==> config.mk <==
export PLATFORM = sky130hd
export DESIGN_NAME = complex_butterfly_pipe
export DESIGN_NICKNAME = d
export VERILOG_FILES = /design/src/rtl/complex_butterfly_pipe.sv
export SDC_FILE = /design/constraint.sdc
export NUM_CORES = 1
export LEC_CHECK = 0
export BUFFER_PORTS_ARGS = -buffer_cell sky130_fd_sc_hd__buf_2
export CORE_UTILIZATION = 50
export CTS_BUF_LIST = sky130_fd_sc_hd__clkbuf_16
export CTS_CLUSTER_SIZE = 14
export DETAILED_ROUTE_END_ITERATION = 6
export PLACE_DENSITY = 0.73
export SYNTH_ARGS = -nofsm -noshare
export SYNTH_HDL_FRONTEND = slang
export SYNTH_SLANG_ARGS = --single-unit
==> constraint.sdc <==
create_clock -name clk -period 2.9 [get_ports clk]
set_clock_uncertainty 0.05 [all_clocks]
set_input_delay 0 -clock clk [delete_from_list [all_inputs] [get_ports clk]]
set_output_delay 0 -clock clk [all_outputs]
set_load 0.005 [all_outputs]
==> src/rtl/complex_butterfly_pipe.sv <==
// Two-stage pipelined radix-2 complex butterfly: sum = a+b, diff = a-b,
// with optional 1/2 scaling or saturation and a sticky overflow flag.
module complex_butterfly_pipe #(
    parameter int unsigned DATA_WIDTH = 16,
    parameter int unsigned SCALE      = 1
) (
    input  logic                  clk,
    input  logic                  rst_n,
    input  logic                  clr_ovf,
    input  logic                  in_valid,
    output logic                  in_ready,
    input  logic [DATA_WIDTH-1:0] a_real,
    input  logic [DATA_WIDTH-1:0] a_imag,
    input  logic [DATA_WIDTH-1:0] b_real,
    input  logic [DATA_WIDTH-1:0] b_imag,
    output logic                  out_valid,
    input  logic                  out_ready,
    output logic [DATA_WIDTH-1:0] sum_real,
    output logic [DATA_WIDTH-1:0] sum_imag,
    output logic [DATA_WIDTH-1:0] diff_real,
    output logic [DATA_WIDTH-1:0] diff_imag,
    output logic                  ovf_sticky
);

    localparam int unsigned W = DATA_WIDTH;

    // Sign-extend one component to the S1 width.
    function automatic logic [W:0] ext(input logic [W-1:0] v);
        return {v[W-1], v};
    endfunction

    // Returns {saturated, value}; a wide value overflows W bits when its top two bits differ.
    function automatic logic [W:0] fmt(input logic [W:0] x);
        logic [W:0] r;
        if (SCALE != 0) begin
            r = {1'b0, x[W:1]};
        end else if (x[W] != x[W-1]) begin
            r = {1'b1, x[W], {(W-1){~x[W]}}};
        end else begin
            r = {1'b0, x[W-1:0]};
        end
        return r;
    endfunction

    logic         s1_valid;
    logic [W:0]   s1_sr, s1_si, s1_dr, s1_di;
    logic         adv2;
    logic         acc;
    logic [W:0]   f_sr, f_si, f_dr, f_di;
    logic         any_ovf;

    // Handshake and output formatting.
    always_comb begin
        adv2     = s1_valid && (!out_valid || out_ready);
        in_ready = !s1_valid || adv2;
        acc      = in_valid && in_ready;
        f_sr     = fmt(s1_sr);
        f_si     = fmt(s1_si);
        f_dr     = fmt(s1_dr);
        f_di     = fmt(s1_di);
        any_ovf  = f_sr[W] | f_si[W] | f_dr[W] | f_di[W];
    end

    // S1: full-precision sums and differences.
    always_ff @(posedge clk) begin
        if (!rst_n) begin
            s1_valid <= 1'b0;
            s1_sr    <= '0;
            s1_si    <= '0;
            s1_dr    <= '0;
            s1_di    <= '0;
        end else begin
            if (acc) begin
                s1_valid <= 1'b1;
                s1_sr    <= ext(a_real) + ext(b_real);
                s1_si    <= ext(a_imag) + ext(b_imag);
                s1_dr    <= ext(a_real) - ext(b_real);
                s1_di    <= ext(a_imag) - ext(b_imag);
            end else if (adv2) begin
                s1_valid <= 1'b0;
            end
        end
    end

    // S2: scaled/saturated results and sticky overflow (a set beats a clear).
    always_ff @(posedge clk) begin
        if (!rst_n) begin
            out_valid  <= 1'b0;
            sum_real   <= '0;
            sum_imag   <= '0;
            diff_real  <= '0;
            diff_imag  <= '0;
            ovf_sticky <= 1'b0;
        end else begin
            if (adv2) begin
                out_valid <= 1'b1;
                sum_real  <= f_sr[W-1:0];
                sum_imag  <= f_si[W-1:0];
                diff_real <= f_dr[W-1:0];
                diff_imag <= f_di[W-1:0];
            end else if (out_ready) begin
                out_valid <= 1'b0;
            end
            if (adv2 && any_ovf) begin
                ovf_sticky <= 1'b1;
            end else if (clr_ovf) begin
                ovf_sticky <= 1'b0;
            end
        end
    end

endmodule

==> impl_metrics.py <==
metrics = {
    "timing": {
        "fin_crit_sh_pct": 89.7,
        "finalSetupViolCount": 0,
        "maxClockFrequency_mhz": 384,
        "maxSlewHeadroom_pct": 49.1,
        "fin_hold_ws_ns": 0.0215,
        "maxSlewViolCount": 0,
        "rsz0062_at_grt": "no",
        "tightest_slew_ns": 0.744,
        "hold_violations": 0,
        "tns_ns": 0,
        "fin_crit_ns": 2.60,
    },
    "yosys": {
        "syn_inst": 1020,
        "synth_area_leader_cell": "dfxtp_1",
        "synth_top_area_share_pct": 33.7,
        "synth_most_common_cell": "nand2_1",
        "synthTopCellsByCount": "nand2_1, a21oi_1, dfxtp_1",
        "syn-num-nets": 1153,
        "yosys-top-cells-area": "dfxtp_1, ha_1, nand2_1",
        "netlist_area_sq_um": 7730,
        "synth_edf_count": 0,
        "synth_ff_type": "dfxtp_1",
        "yosysWarningCount": 0,
        "async_flop_share_pct": 0,
        "yosysUniqueCellTypes": 69,
        "ys_seq_area_share_pct": 33.7,
        "ys_ff_latch": 130,
        "postSynthAreaPerCell_sq_um": 7.58,
    },
    "clock_network": {
        "insertion_delay_ns": 0.42,
        "ctsHtreeMaxLevel": 4,
        "postCtsSetupRepairBufs": 0,
        "cts_tree": "yes",
        "numCtsBuffers": 17,
        "clk_pin_slew_ns": 0.06,
        "clock_path_buffers": 2,
        "cts_root_buf": "clkbuf_16",
        "cts_sinks": 130,
        "cts_resized": 0,
        "holdBufCountCts": 6,
    },
    "worst_setup_path": {
        "cp_num_buf_inv": 3,
        "cp_slowest_stage_delay_ns": 0.72,
        "crit_family": "compound AO/OA/AOI/OAI gates",
        "crit_path_start_kind": "input port",
        "cp-end-kind": "flip-flop",
        "slowest_stage": "a2111oi_0",
        "worstPathCellList": "dlygate4sd3_1 -> buf_2 -> inv_1 -> ha_1 -> and4bb_2 -> o31ai_1 -> a2111oi_0 -> o21ai_0 -> and3_1 -> a311o_1",
        "required_ns": 3.16,
        "crit_fanout": 4,
        "path_class": "input port to flip-flop",
        "r2r_cells": 6,
        "crit_cells": 10,
        "arrival_ns": 2.86,
    },
    "detailed_routing": {
        "viasPerCell": 5.79,
        "drc": 0,
        "firstDrtPassIters": 5,
        "vias": 7702,
        "wl_per_cell_um": 16.4,
        "postRouteAntennaNets": 0,
        "wirelength_um": 21900,
        "first_iter_violations": 706,
    },
    "die": {
        "row_count": 45,
        "die_y_um": 126,
        "die_area_sq_um": 16000,
        "core_region_area_sq_um": 15100,
        "die_x_um": 126,
        "io_pins": 136,
        "start_util_pct": 51.1,
    },
    "global_route": {
        "grt_max_degree": 65,
        "grt_pass1_vias": 6708,
        "antenna_found_initial": 0,
        "track_usage_pct": 27.7,
        "grt_pass1_wl_um": 35000,
        "overflow": 0,
    },
    "final_layout": {
        "area.growth.synth_to_final_pct": 20.0,
        "seq_area_sq_um": 2600,
        "final_util_pct": 61.2,
        "final_area_sq_um": 9280,
        "fillers": 1386,
        "multi_input_area_sq_um": 4660,
        "final_layout_size_suffix_gt1_share_pct": 17.1,
        "diodes": 0,
        "final_nets": 1262,
    },
    "placed_design": {
        "numPortBuffers": 133,
        "place_hpwl_um": 16200,
        "place_area_sq_um": 8550,
        "gp_congestion": 0.953,
    },
    "power_and_ir_drop": {
        "p_per_area_nw_per_um2": 592,
        "ir_worst_vdd_mv": 0.526,
        "power_leakage_uw": 0.00406,
    },
    "min_path": {
        "hp-class": "input port to flip-flop",
        "min_delay_path_depth": 4,
    },
    "status": {
        "status": "finished clean",
    },
    "run": {
        "drv_cap": 0,
    },
}
## flip-flops by register name (all words and copies together), names as in the netlist
register   count
diff_imag     16
diff_real     16
s1_di         16
s1_dr         16
s1_si         16
s1_sr         16
sum_imag      16
sum_real      16
out_valid      1
s1_valid       1
## worst paths after layout
| check | start | slack [ns] | endpoint |
|---|---|---|---|
| worst max register to register | out_valid | 0.90 | s1_sr[9] |
| worst min-delay path | b_real[15] | 0.02 | s1_sr[16] |
| worst min register to register | diff_imag[4] | 0.40 | diff_imag[4] |
| worst max-delay path | b_real[1] | 0.30 | s1_sr[9] |
## per-layer routing
metal  share of wire [%]  GRT usage, %
met4                 1.5          7.94
met1                  49          42.7
met5                   0             0
met2                  41          39.8
met3                 7.6          3.46
## cells by family after synthesis
logic type	count (synthesis)	synth area share [%]
XOR/XNOR	23	2.61
AO/OA/AOI/OAI	303	24.6
adder cells (fa/ha/maj)	64	10.7
buffers and inverters	129	6.36
AND/OR/NAND/NOR	368	21.7
other	1	0.0485
flip-flops	130	33.7
multiplexers	2	0.259
## worst reg2reg max path, delay by kind of cell, from the launching register on
kind            cells  cell delay, ns
flops               1            0.34
simple gates        2            0.69
buf+inv             1            0.27
compound gates      3            0.55
## area by class of cell
class,instances,area share [%]
Clock inverter,15,2.58
Clock buffer,17,4.59
Tap cell,188,2.54
Inverter,63,2.55
Sequential cell,130,28.1
Multi-Input combinational cell,761,50.2
Timing Repair Buffer,156,9.47
## stage by stage
stage	cells	worst slack [ns]	total power, uW
6_report	1330	0.298	5490
4_1_cts	1330	0.365	5480
2_1_floorplan	1020	0.909	2720
5_1_grt	1330	0.0956	5710
3_5_place_dp	1292	0.453	3070
3_3_place_gp	1292	0.520	3060
## layout by cell type, fill, tap and decap left out, drive strengths merged, types with 5 or more instances in the layout
master / instances
nand2: 184
buf: 150
a21oi: 136
dfxtp: 130
inv: 66
ha: 60
nor2: 54
o21ai: 44
nand3: 32
xnor2: 21
nor3: 19
a211oi: 18
clkbuf: 17
nor2b: 17
o31ai: 12
nand2b: 10
o31a: 9
nor4: 9
a31oi: 8
o21bai: 8
o211ai: 7
and3: 7
or3: 7
a311oi: 7
o21a: 6
a21o: 6
bufinv: 6
dlygate4sd3: 6
and2: 6
a221oi: 5
nand4: 5
o2111ai: 5
## power breakdown
part | internal [uW] | switching (uW)
sequential | 1910 | 78.6
clock | 1610 | 822
combinational | 416 | 659
total | 3930 | 1560
Power figures use the tool's default switching activity.
